[config.mk]
export PLATFORM = sky130hd
export DESIGN_NAME = branch_resolve
export DESIGN_NICKNAME = d
export VERILOG_FILES = /design/src/rtl/branch_resolve_pkg.sv /design/src/rtl/pred_fifo.sv /design/src/rtl/branch_resolve.sv
export SDC_FILE = /design/constraint.sdc
export NUM_CORES = 1
export LEC_CHECK = 0
export CORE_MARGIN = 8
export CORE_UTILIZATION = 51
export DETAILED_ROUTE_END_ITERATION = 10
export GPL_ROUTABILITY_DRIVEN = 0
export PLACE_DENSITY = 0.81
export SYNTH_ARGS = -nofsm -noshare
export SYNTH_HDL_FRONTEND = slang
export SYNTH_HIERARCHICAL = 1
export SYNTH_SLANG_ARGS = --single-unit
[constraint.sdc]
create_clock -name clk -period 5.31 [get_ports clk]
set_input_delay 0.7965 -clock clk [delete_from_list [all_inputs] [get_ports clk]]
set_output_delay 0.7965 -clock clk [all_outputs]
set_load 0.1 [all_outputs]
[src/rtl/branch_resolve_pkg.sv]
// Shared definitions for the branch resolution unit: opcodes, FSM encoding,
// prediction-queue entry layout and default sizing.
package branch_resolve_pkg;

    localparam logic [5:0] OP_BAL = 6'b000001;
    localparam logic [3:0] OP_BS  = 4'b0001;

    localparam int DEPTH_DEF     = 4;
    localparam int FLUSH_CYC_DEF = 2;

    typedef enum logic {
        ST_IDLE = 1'b0,
        ST_HOLD = 1'b1
    } state_t;

    typedef struct packed {
        logic [31:0] pc;
        logic        predict;
    } pred_entry_t;

    function automatic logic is_branch(input logic [31:0] instr);
        return (instr[31:26] == OP_BAL) || (instr[31:28] == OP_BS);
    endfunction

endpackage

[src/rtl/pred_fifo.sv]
// In-flight prediction queue. Clear wins over push/pop; a push into a full
// queue is only accepted when a pop frees the head slot in the same cycle.
module pred_fifo
    import branch_resolve_pkg::*;
#(
    parameter int DEPTH = DEPTH_DEF
) (
    input  logic        clk,
    input  logic        rst_n,
    input  logic        i_push,
    input  logic        i_pop,
    input  logic        i_clear,
    input  pred_entry_t i_wdata,
    output pred_entry_t o_head,
    output logic        o_full,
    output logic        o_empty
);

    localparam int AW = $clog2(DEPTH);
    localparam int CW = AW + 1;
    localparam logic [CW-1:0] FULL_CNT = CW'(DEPTH);

    logic [AW-1:0] r_wr_ptr;
    logic [AW-1:0] r_rd_ptr;
    logic [CW-1:0] r_count;
    pred_entry_t   r_mem [DEPTH];

    logic w_do_push;
    logic w_do_pop;

    assign o_full    = (r_count == FULL_CNT);
    assign o_empty   = (r_count == '0);
    assign w_do_pop  = i_pop && !o_empty;
    assign w_do_push = i_push && (!o_full || w_do_pop);
    assign o_head    = r_mem[r_rd_ptr];

    // DEPTH is a power of two, so pointer overflow gives the modulo wrap.
    always_ff @(posedge clk or negedge rst_n) begin
        if (!rst_n) begin
            r_wr_ptr <= '0;
            r_rd_ptr <= '0;
            r_count  <= '0;
        end else if (i_clear) begin
            r_wr_ptr <= '0;
            r_rd_ptr <= '0;
            r_count  <= '0;
        end else begin
            if (w_do_push) r_wr_ptr <= r_wr_ptr + 1'b1;
            if (w_do_pop)  r_rd_ptr <= r_rd_ptr + 1'b1;
            case ({w_do_push, w_do_pop})
                2'b10:   r_count <= r_count + 1'b1;
                2'b01:   r_count <= r_count - 1'b1;
                default: r_count <= r_count;
            endcase
        end
    end

    always_ff @(posedge clk) begin
        if (w_do_push && !i_clear) r_mem[r_wr_ptr] <= i_wdata;
    end

endmodule

[src/rtl/branch_resolve.sv]
// Branch resolution: queues fetch-time predictions, compares them against
// execute-stage outcomes, drives predictor updates and mispredict flushes.
module branch_resolve
    import branch_resolve_pkg::*;
#(
    parameter int DEPTH     = DEPTH_DEF,
    parameter int FLUSH_CYC = FLUSH_CYC_DEF
) (
    input  logic        clk,
    input  logic        rst_n,
    input  logic [31:0] Iadd,
    input  logic [31:0] Idata,
    input  logic        predict,
    input  logic        if_id_write,
    input  logic        ex_valid,
    input  logic [31:0] ex_pc,
    input  logic        ex_taken,
    input  logic [31:0] ex_target,
    output logic        result,
    output logic [31:0] Badd,
    output logic        upd_valid,
    output logic        flush,
    output logic [31:0] redirect_pc,
    output logic [31:0] correct_cnt,
    output logic [31:0] branch_cnt,
    output logic [31:0] mispred_cnt,
    output logic        overflow
);

    localparam logic [2:0] HOLD_LOAD = 3'(FLUSH_CYC - 1);

    state_t      r_state;
    state_t      w_state_nxt;
    logic [2:0]  r_hold_cnt;

    logic        w_idle;
    logic        w_enq_req;
    logic        w_resolve;
    logic        w_push;
    logic        w_pop;
    logic        w_drop;
    logic        w_mispred;
    logic        w_full;
    logic        w_empty;
    pred_entry_t w_head;
    pred_entry_t w_wdata;
    logic [31:0] w_head_pc;
    logic        w_head_pred;

    logic        r_result;
    logic [31:0] r_badd;
    logic        r_upd_valid;
    logic        r_flush;
    logic [31:0] r_redirect_pc;
    logic [31:0] r_correct_cnt;
    logic [31:0] r_branch_cnt;
    logic [31:0] r_mispred_cnt;
    logic        r_overflow;

    always_ff @(posedge clk or negedge rst_n) begin
        if (!rst_n) r_state <= ST_IDLE;
        else        r_state <= w_state_nxt;
    end

    always_comb begin
        w_state_nxt = r_state;
        case (r_state)
            ST_IDLE: if (w_mispred)         w_state_nxt = ST_HOLD;
            ST_HOLD: if (r_hold_cnt == '0)  w_state_nxt = ST_IDLE;
            default:                        w_state_nxt = ST_IDLE;
        endcase
    end

    always_comb begin
        w_idle    = (r_state == ST_IDLE);
        w_enq_req = w_idle && if_id_write && is_branch(Idata);
        w_resolve = w_idle && ex_valid;
    end

    always_ff @(posedge clk or negedge rst_n) begin
        if (!rst_n)                          r_hold_cnt <= '0;
        else if (w_idle && w_mispred)        r_hold_cnt <= HOLD_LOAD;
        else if (!w_idle && r_hold_cnt != 0) r_hold_cnt <= r_hold_cnt - 1'b1;
    end

    // An empty queue stands in as a not-taken prediction for ex_pc.
    assign w_head_pc   = w_empty ? ex_pc : w_head.pc;
    assign w_head_pred = w_empty ? 1'b0  : w_head.predict;
    assign w_mispred   = w_resolve && ((w_head_pc != ex_pc) || (w_head_pred != ex_taken));

    assign w_pop   = w_resolve && !w_empty;
    assign w_push  = w_enq_req && (!w_full || w_pop);
    assign w_drop  = w_enq_req && w_full && !w_pop;
    assign w_wdata = '{pc: Iadd, predict: predict};

    pred_fifo #(.DEPTH(DEPTH)) u_fifo (
        .clk     (clk),
        .rst_n   (rst_n),
        .i_push  (w_push),
        .i_pop   (w_pop),
        .i_clear (w_mispred),
        .i_wdata (w_wdata),
        .o_head  (w_head),
        .o_full  (w_full),
        .o_empty (w_empty)
    );

    always_ff @(posedge clk or negedge rst_n) begin
        if (!rst_n) begin
            r_result      <= 1'b0;
            r_badd        <= '0;
            r_upd_valid   <= 1'b0;
            r_flush       <= 1'b0;
            r_redirect_pc <= '0;
            r_correct_cnt <= '0;
            r_branch_cnt  <= '0;
            r_mispred_cnt <= '0;
            r_overflow    <= 1'b0;
        end else begin
            r_upd_valid <= w_resolve;
            r_flush     <= w_mispred;
            if (w_resolve) begin
                r_badd   <= ex_pc;
                r_result <= ex_taken;
            end
            if (w_mispred) begin
                r_redirect_pc <= ex_taken ? ex_target : ex_pc + 32'd4;
                r_mispred_cnt <= r_mispred_cnt + 32'd1;
            end
            if (w_resolve && !w_mispred) r_correct_cnt <= r_correct_cnt + 32'd1;
            if (w_push)                  r_branch_cnt  <= r_branch_cnt + 32'd1;
            if (w_drop)                  r_overflow    <= 1'b1;
        end
    end

    assign result      = r_result;
    assign Badd        = r_badd;
    assign upd_valid   = r_upd_valid;
    assign flush       = r_flush;
    assign redirect_pc = r_redirect_pc;
    assign correct_cnt = r_correct_cnt;
    assign branch_cnt  = r_branch_cnt;
    assign mispred_cnt = r_mispred_cnt;
    assign overflow    = r_overflow;

endmodule

Word level (Yosys, flattened, before mapping)

Memories as Yosys holds them, arrays and structs flattened.
Index checks and enable logic that the tools add are counted.

Bits in registers: 175
Bits in writable memories: 132
Input port bits: 134
Memories: 1

Add/sub/neg operators: 9
Equal/unequal tests: 7
Multiplexer cells: 16
Bitwise logic cells: 1
Reduce and logical (&&, ||, !) cells: 29

Memory list:

| memory       | depth | bits a word | read ports | clocked after memory_dff | write ports | RTL line        | text |
|---|---|---|---|---|---|---|---|
| u_fifo.r_mem | 4     | 33          | 1          | 0                        | 1           | pred_fifo.sv:26 | `pred_entry_t r_mem [DEPTH];` |

Operator list:

| operator                                          | count |
|---|---|
| adder 32 x 1 -> 32 bit (second input constant)    | 3 |
| 2-to-1 mux 32 bit                                 | 2 |
| adder 32 x 3 -> 32 bit (second input constant)    | 1 |
| != test 32 bit                                    | 1 |
| logical AND 1 bit                                 | 14 |
| 2-to-1 mux 3 bit                                  | 3 |
| 2-to-1 mux 2 bit                                  | 4 |
| == test 6 x 1 -> 1 bit (second input constant)    | 1 |
| logical NOT 3 bit                                 | 2 |
| one-hot mux 3 bit (2 select lines)                | 1 |
| nonzero test 2 bit                                | 3 |
| nonzero test 3 bit                                | 2 |
| subtractor 3 x 1 -> 3 bit (second input constant) | 2 |
| 2-to-1 mux 1 bit                                  | 5 |
| adder 2 x 1 -> 2 bit (second input constant)      | 2 |
| == test 4 x 1 -> 1 bit (second input constant)    | 1 |
| logical NOT 1 bit                                 | 4 |
| logical OR 1 bit                                  | 4 |
| adder 3 x 1 -> 3 bit (second input constant)      | 1 |
| == test 3 bit (second input constant)             | 1 |
| == test 2 x 1 -> 1 bit (second input constant)    | 1 |
| == test 2 bit (second input constant)             | 1 |
| one-hot mux 1 bit (2 select lines)                | 1 |
| != test 1 bit                                     | 1 |
| NOT 1 bit                                         | 1 |

Longest topological paths before layout

Gate-level depths: netlist of the first run.

Word-level depth: 9
Mapped depth: 14
Gate-level depth less buffers: 11

Hierarchy

Netlist of the first run, hierarchy kept.

By module, submodules not included:

| module         | times used | cells each | area an instance (um^2) |
|---|---|---|---|
| branch_resolve | 1          | 861        | 8379.3 |
| pred_fifo      | 1          | 240        | 5350.1 |

Worst setup path after synthesis of the first run

No wires, ideal clock.

Path type: flip-flop to flip-flop
Start point: register u_fifo.r_rd_ptr[0]
End point: memory u_fifo/r_mem[0][0] (netlist name) (enable)
Library setup time: 393 ps
Arrival time: 3492 ps
Data required time: 4917 ps
Setup slack: 1425 ps
Stages on the path, launching flop included: 15
Clock period less this slack: 3885 ps
Cells stage by stage: dfrtp_1 buf_6 buf_6 mux4_2 xnor2_2 nand4_1 nor4_2 nand3_1 a21oi_1 buf_2 inv_1 buf_1 inv_1 o211a_1 and2_1

RTL lines:

| what                   | RTL line        | text |
|---|---|---|
| start, declared        | pred_fifo.sv:24 | `logic [AW-1:0] r_rd_ptr;` |
| start signal, assigned | pred_fifo.sv:49 | `if (w_do_pop) r_rd_ptr <= r_rd_ptr + 1'b1;` |
| end, declared          | pred_fifo.sv:26 |  |

==> results of run 1 <==
cells in the final DEF, fill, tap and decap left out, types with 33 or more instances in the layout:
master / n
xnor2_1: 85
edfxtp_1: 132
dfrtp_1: 174
clkbuf_16: 35
o21ai_0: 45
nand2_1: 178
clkdlybuf4s50_1: 269
xor2_1: 69
mux4_2: 33
nand3_1: 39
nor2_1: 56
power by group:
group          internal [uW]  total [uW]  switching, uW
Combinational            937        3950           3010
Sequential              2820        3070            248
Clock                   1480        2400            922
path summary, 6_finish.rpt:
path,start,endpoint,slack [ns]
min in group clk,Badd[27],Badd[27],0.47
setup / recovery,u_fifo/r_rd_ptr[0],u_fifo/r_mem[1][9],1.27
setup reg to reg,u_fifo/r_rd_ptr[0],u_fifo/r_mem[1][9],1.27
max in group asynchronous,rst_n,branch_cnt[19],3.97
hold / removal,rst_n,branch_cnt[21],0.33
hold reg to reg,Badd[27],Badd[27],0.47
routing by layer:
layer  wire (um)  global-route usage
met5           0                   0
met3        2530              0.0554
met2       17900               0.371
met1       14600               0.273
met4        1330              0.0873
layout make-up:
type	instances	share of cell area
inverter	21	0.00441
sequential	307	0.467
antenna	3	0.000420
clock buffer	48	0.0546
multi-input combinational	721	0.282
tap	341	0.0239
timing repair buffer	284	0.159
clock inverter	13	0.00960
through the flow:
step	instances	total power (uW)
floorplan	1101	6030
global placement	1674	7000
detailed placement	1674	7070
CTS	1735	9470
global route	1738	9750
finish	1738	9410
sequential cells by signal (all words and copies together) (netlist names):
name	flops
u_fifo/r_mem	132
result	1
r_state	1
Badd	32
r_hold_cnt	3
u_fifo/r_count	3
correct_cnt	32
upd_valid	1
u_fifo/r_rd_ptr	2
mispred_cnt	32
branch_cnt	32
u_fifo/r_wr_ptr	2
overflow	1
flush	1
redirect_pc	32
logic make-up (layout without fill, tap and decap cells):
kind of cell               Yosys count  in the layout
adders and majority gates           11             11
and+or+nand+nor                    418            418
other                                0              3
muxes                               54             54
xor gates and xnor gates           155            155
DFF                                307            307
buffers and inverters               73            366
AOI/OAI and AO/OA                   83             83
==> impl_metrics.toml, run 1 <==
[outcome]
outcome = "finished clean"

[cts]
cts_resized = 0
postCtsSetupRepairBufs = 0
insertion_delay_ns = 0.51
cts_hold_buf = 0
cts_tree = "built"
clkSinkCount = 307
clkTransAtPathRegs_ns = 0.06
cts_made_buffers = 34
cts_max_path_buffers = 3
root_buffer = "clkbuf_16"
h-tree-depth = 2

[layout]
drive_gt1_frac = 0.0890
nNetsFinal = 1514
seq_area_sq_um = 8340
area_delta_synth_final_pct = 30.1
nFillCells = 1890
fin_util = 0.668
design_area_sq_um = 17900
multi_input_area_sq_um = 5030

[place]
place_ws_ns = 1.10
dpl_cell_area_sq_um = 16700
dp_hpwl_mm = 25.8
portBuffers = 271

[global_route]
gr-usage-all-layers = 0.222
grt_max_degree = 92
antenna_found_initial = 3
grt_pass1_wl_mm = 57.3
grt.overflow.total = 0
grt_pass1_vias = 10100

[sta]
setup_tns_ns = 0
hold_ws_ns = 0.332
skew_ns = 0.0256
tightest_slew_ns = 1.23
timing.slew.headroom = 0.183
timing.final.max_slew_violations = 0
rsz0062_at_grt = "no"
final.min_clock_period_ns = 4.04
finalHoldViolCount = 0
period_share = 0.761
clock.fmax_mhz = 247
final-setup-viol-count = 0
worst_slack_ns = 1.27

[critical_path]
slowest_stage = "mux4_2"
path_delay_family = "buffers and inverters"
reg2regPathDepth = 12
cpMostUsedCell = "inv_1"
cp.required_ns = 5.44
critical-path-max-stage-delay_ns = 0.59
path_depth = 12
cp_max_fo = 35
critPathArrivalTime_ns = 4.17
worstPathCellList = "buf_12 -> mux4_2 -> xnor2_1 -> nand4_1 -> nor4_2 -> nand3_1 -> a21oi_4 -> inv_1 -> inv_1 -> o211a_1 -> and2_1 -> buf_4"
path_buf_inv = 4
crit_path_start_kind = "register"
end_kind = "register"
path_class = "register to register"

[detailed_routing]
post-route-drc-count = 0
drt_iter0_markers = 727
first_pass_iters = 5
via_per_inst = 5.54
drtAntennaViolNets = 0
wl_per_cell_um = 20.9
wl_mm = 36.4
dr_total_vias = 9637

[floorplanning]
initial_utilization = 0.514
core_sq_um = 26700
die_h_um = 180
fp.dieW_um = 180
dieArea_sq_um = 32400
row_count = 60
boundaryPins = 298

[synth]
synthTopCellsByArea = "dfrtp_1 (32%), edfxtp_1 (29%), xnor2_1 (5.4%), mux4_2 (5.4%), nand2_1 (4.9%)"
synth_top_family_by_area = "simple AND/OR/NAND/NOR gates"
ys_top_cells_by_count = "nand2_1 (178), dfrtp_1 (175), edfxtp_1 (132), xnor2_1 (85), xor2_1 (69)"
synth_mux_area_frac = 0.0701
synth_warnings = 6
yosys.area_share.simple = 0.151
ys.flop_type = "dfrtp_1"
avgSynthCellArea_sq_um = 12.5
synth_compound_gate_area_share = 0.0339
synth_cells = 1101
syn_area_sq_um = 13700
ys_types = 50
synthAdderAreaFrac = 0.0106
synthArstFlopShare = 0.570
synth_edf_count = 132
yosysMostFrequentCell = "nand2_1"
ys_ff_latch = 307
syn-num-nets = 1246
synth-xor-area-share = 0.0994
synth_top_area_frac = 0.319
yosysTopAreaCell = "dfrtp_1"
seq_area_frac_synth = 0.608

[power_and_ir_drop]
peakVddDrop_mv = 0.541
leakagePower_uw = 0.00714
power_density_nw_per_um2 = 527

[flow_run]
drv_cap = 0

[worst_hold_path]
min_path_type = "input port to async pin"
Note: power is estimated with default switching activity, not from simulation.
==> run 2: changes to the inputs <==
==> constraint.sdc (replaced) <==
create_clock -name clk -period 3.96 [get_ports clk]
set_input_delay 0.594 -clock clk [delete_from_list [all_inputs] [get_ports clk]]
set_output_delay 0.594 -clock clk [all_outputs]
set_load 0.1 [all_outputs]
==> run 2 against run 1 <==
Net effect: global-route usage decreased by 0.32 points; cell area increased by 0.83%; combinational power increased by 35%; largest cell class unchanged.
==> impl_metrics.toml, run 2 (synthesis results as in run 1) <==
[critical_path]
crit_path_start_kind = "register"
cp.required_ns = 4.15
path_class = "register to register"
end_kind = "register"
cp_max_fo = 33
critPathArrivalTime_ns = 3.75

[sta]
timing.slew.headroom = 0.269
worst_slack_ns = 0.404
skew_ns = 0.0315
clock.fmax_mhz = 281
final-setup-viol-count = 0
finalHoldViolCount = 0
rsz0062_at_grt = "no"
hold_ws_ns = 0.251
final.min_clock_period_ns = 3.56
timing.final.max_slew_violations = 0
tightest_slew_ns = 1.09
setup_tns_ns = 0
period_share = 0.898

[global_route]
gr-usage-all-layers = 0.218
grt_max_degree = 114
grt_pass1_vias = 10000
grt_pass1_wl_mm = 56.4
use_met1 = 0.274
grt_use_met3 = 0.0498
antenna_found_initial = 3
grt.overflow.total = 0
grt_use_met2 = 0.367
grt.busiest_layer = "met2"

[cts]
cts_max_path_buffers = 3
clkSinkCount = 307
cts_hold_buf = 0
cts_tree = "built"
cts_resized = 0
clkTransAtPathRegs_ns = 0.06
insertion_delay_ns = 0.52
root_buffer = "clkbuf_16"
h-tree-depth = 2
cts_made_buffers = 34
postCtsSetupRepairBufs = 0

[power_and_ir_drop]
power_density_nw_per_um2 = 696
p_clk_frac = 0.248
total_power_uw = 12500
p_int_uw = 6920
leakagePower_uw = 0.00720
peakVddDrop_mv = 0.682
power_frac_seq = 0.327
pwr-share-comb = 0.425
p_sw_uw = 5620
switching_share = 0.448

[layout]
layout_commonest_cell = "clkdlybuf4s50_1"
drive_gt1_frac = 0.0967
area_delta_synth_final_pct = 31.2
top_register = "u_fifo/r_mem"
mostFrequentLayoutCells = "clkdlybuf4s50_1 (269), nand2_1 (178), dfrtp_1 (174)"
nNetsFinal = 1529
design_area_sq_um = 18000
nFillCells = 1920
largest_reg_flops = 132
seq_area_sq_um = 8340
multi_input_area_sq_um = 5030

[detailed_routing]
wl_mm = 35.8
drt_iter0_markers = 793
post-route-drc-count = 0
via_per_inst = 5.50
drtAntennaViolNets = 0
dr_total_vias = 9631
first_pass_iters = 5
wl_per_cell_um = 20.4

[floorplanning]
row_count = 60
initial_utilization = 0.514
dieArea_sq_um = 32400
die_h_um = 180
fp.dieW_um = 180
core_sq_um = 26700
boundaryPins = 298

[place]
portBuffers = 271
dp_hpwl_mm = 25.3
place_ws_ns = 0.491
dpl_cell_area_sq_um = 16900

[flow_run]
drv_cap = 0

[worst_hold_path]
min_path_type = "input port to async pin"

[outcome]
outcome = "finished clean"
## run 2: cell count changes in the layout (fill, tap and decap cells not counted), sizes merged
cell      previous run  this run
clkinv               8         5
clkbuf              48        46
clkinvlp             0         3
bufinv               4         2
diode                3         4
inv                 22        23
buf                 15        30
## run 2: power groups by stage
stage | sequential (uW) | clock [uW] | combinational, uW
floorplan | 6960 | 0 | 1120
global placement | 4130 | 0 | 5290
detailed placement | 4160 | 0 | 5340
CTS | 4100 | 3170 | 5360
global route | 4170 | 3280 | 5550
finish | 4100 | 3110 | 5330
## run 2: layout make-up
class	count	area share
sequential	307	0.463
multi-input combinational	721	0.279
timing repair buffer	299	0.168
clock buffer	46	0.0537
tap	341	0.0237
clock inverter	12	0.00757
inverter	21	0.00438
antenna	4	0.000556
## run 2: metal layers
metal	wire (um)	part of all wire
met1	14700	0.41
met2	17400	0.49
met3	2550	0.071
met4	1090	0.031
met5	0	0
## run 2: path summary, 6_finish.rpt
path	from	end	slack (ns)	cells past startpoint
setup / recovery	u_fifo/r_rd_ptr[0]	u_fifo/r_mem[3][14]	0.40	12
hold reg to reg	mispred_cnt[31]	mispred_cnt[31]	0.47	1
min in group clk	mispred_cnt[31]	mispred_cnt[31]	0.47	1
setup reg to reg	u_fifo/r_rd_ptr[0]	u_fifo/r_mem[3][14]	0.40	12
hold / removal	rst_n	branch_cnt[21]	0.25	1
max in group asynchronous	rst_n	correct_cnt[18]	2.78	2
## run 2: metrics by stage
stage | util | std cells
floorplan | - | 1101
global placement | 0.632 | 1689
detailed placement | 0.632 | 1689
CTS | 0.674 | 1747
global route | 0.674 | 1750
finish | 0.674 | 1751
## run 2: critical path, stage by stage, from the launching register on
cell and delay (ns):
dfrtp_2 0.38, buf_4 0.30, mux4_2 0.57, xnor2_1 0.19, nand4_1 0.17, nor4_2 0.40
nand3_1 0.21, a21oi_4 0.23, inv_1 0.07, inv_1 0.06, o211a_1 0.19, and2_1 0.18
buf_12 0.23
==> run 3: changes to the inputs <==
--- a/config.mk
+++ b/config.mk
@@ -5,11 +5,13 @@
 export SDC_FILE = /design/constraint.sdc
 export NUM_CORES = 1
 export LEC_CHECK = 0
+export CELL_PAD_IN_SITES_DETAIL_PLACEMENT = 1
+export CELL_PAD_IN_SITES_GLOBAL_PLACEMENT = 1
 export CORE_MARGIN = 8
-export CORE_UTILIZATION = 51
+export CORE_UTILIZATION = 41
 export DETAILED_ROUTE_END_ITERATION = 10
 export GPL_ROUTABILITY_DRIVEN = 0
-export PLACE_DENSITY = 0.81
+export PLACE_DENSITY = 0.82
 export SYNTH_ARGS = -nofsm -noshare
 export SYNTH_HDL_FRONTEND = slang
 export SYNTH_HIERARCHICAL = 1
==> run 3 against run 2 <==
Net effect: die area up 22%; cell count up 6.7%; routed wire length rose by 17%; total power is 1.5% higher; critical path type unchanged.
==> impl_metrics.toml, run 3 (synthesis results as in run 1) <==
[sta]
hold_ws_ns = 0.195
final.min_clock_period_ns = 3.74
tightest_slew_ns = 1.12
timing.slew.headroom = 0.248
setup_tns_ns = 0
worst_slack_ns = 0.218
timing.final.max_slew_violations = 0
rsz0062_at_grt = "no"
skew_ns = 0.0200
period_share = 0.945
final-setup-viol-count = 0
finalHoldViolCount = 0
clock.fmax_mhz = 267

[cts]
clkSinkCount = 307
root_buffer = "clkbuf_16"
cts_tree = "built"
clkTransAtPathRegs_ns = 0.06
h-tree-depth = 2
insertion_delay_ns = 0.52
cts_made_buffers = 35
cts_hold_buf = 0
cts_max_path_buffers = 3

[floorplanning]
core_sq_um = 33300
boundaryPins = 298
die_h_um = 199
dieArea_sq_um = 39600
initial_utilization = 0.413
row_count = 67
fp.dieW_um = 199

[critical_path]
reg2regPathDepth = 12
crit_path_start_kind = "register"
cp.required_ns = 4.14
end_kind = "register"
r2r_setup_slack_ns = 0.22
cp_max_fo = 28
critPathLaunch = "u_fifo/r_rd_ptr[0]"
r2r_end = "u_fifo/r_mem[1][5]"
critPathArrivalTime_ns = 3.92
rr_startpoint = "u_fifo/r_rd_ptr[0]"
path_class = "register to register"

[layout]
seq_area_sq_um = 8340
stdcell_count = 1868
area_delta_synth_final_pct = 32.6
multi_input_area_sq_um = 5030
layout_commonest_cell = "clkdlybuf4s50_1"
drive_gt1_frac = 0.102
largest_reg_flops = 132
top_register = "u_fifo/r_mem"
design_area_sq_um = 18200
nFillCells = 3452
nNetsFinal = 1537
mostFrequentLayoutCells = "clkdlybuf4s50_1 (269), nand2_1 (178), dfrtp_1 (174)"

[power_and_ir_drop]
peakVddDrop_mv = 0.564
power_density_nw_per_um2 = 699
leakagePower_uw = 0.00726

[detailed_routing]
wl_per_cell_um = 22.4
first_pass_iters = 4
post-route-drc-count = 0
via_per_inst = 5.21
dr_total_vias = 9730
wl_mm = 41.8
drt_iter0_markers = 488
drtAntennaViolNets = 0

[place]
place_ws_ns = 0.221
placed_cells = 1803
portBuffers = 271
dpl_cell_area_sq_um = 17100
dp_hpwl_mm = 30.3

[flow_run]
drv_cap = 0

[global_route]
gr-usage-all-layers = 0.209
antenna_found_initial = 5
grt_pass1_wl_mm = 63.7
grt.overflow.total = 0
grt_pass1_vias = 10600
grt_max_degree = 103

[outcome]
outcome = "finished clean"

[worst_hold_path]
min_path_type = "input port to async pin"
==> run 3: metrics by stage <==
step / util / power [uW]
final: 0.547 / 12700
after global routing: 0.547 / 13200
after CTS: 0.547 / 12900
after detailed placement: 0.513 / 9610
after global placement: 0.513 / 9470
after floorplan: - / 8080
==> run 3: how the worst max path moves through the flow <==
stage	end	slack, ns	depth (start not counted)
after global routing	u_fifo/r_mem[1][9]	0.02	12
after detailed placement	u_fifo/r_mem[0][2]	0.22	12
after CTS	u_fifo/r_mem[0][2]	0.12	12
after global placement	u_fifo/r_mem[0][26]	0.34	12
after floorplan	u_fifo/r_mem[2][0]	0.08	14
final	u_fifo/r_mem[1][5]	0.22	12
==> run 3: metal layers <==
layer / global-route usage / share of wire / vias up
met2: 0.372 / 0.52 / 234
met4: 0.0653 / 0.024 / 4
met1: 0.254 / 0.41 / 4970
met3: 0.0372 / 0.047 / 67
li1: - / - / 4455
met5: 0 / 0.00062 / -
==> run 3: worst max-delay path, stage by stage (launching register included) <==
cell and delay (ns):
dfrtp_2 0.48, buf_12 0.28, mux4_2 0.58, xnor2_1 0.24, nand4_1 0.14, nor4_2 0.39
nand3_1 0.18, a21oi_4 0.21, inv_1 0.08, inv_1 0.07, o211a_1 0.21, and2_1 0.17
buf_4 0.32
==> run 3: where the power goes <==
part,total [uW],switching [uW],internal [uW]
registers,4120,345,3780
logic,5390,4090,1300
clock network,3210,1290,1930
total,12700,5720,7000
==> run 3: repair_timing <==
item / in CTS / in global routing
endpoints found under the setup margin: 0 / 14
buffers inserted: 0 / 0
gates resized for setup: 0 / 1
==> run 3: layout make-up <==
class,count,area share
clock inverter,13,0.00859
antenna,4,0.000550
inverter,21,0.00433
sequential,307,0.458
multi-input combinational,721,0.276
tap,448,0.0308
timing repair buffer,306,0.168
clock buffer,48,0.0536
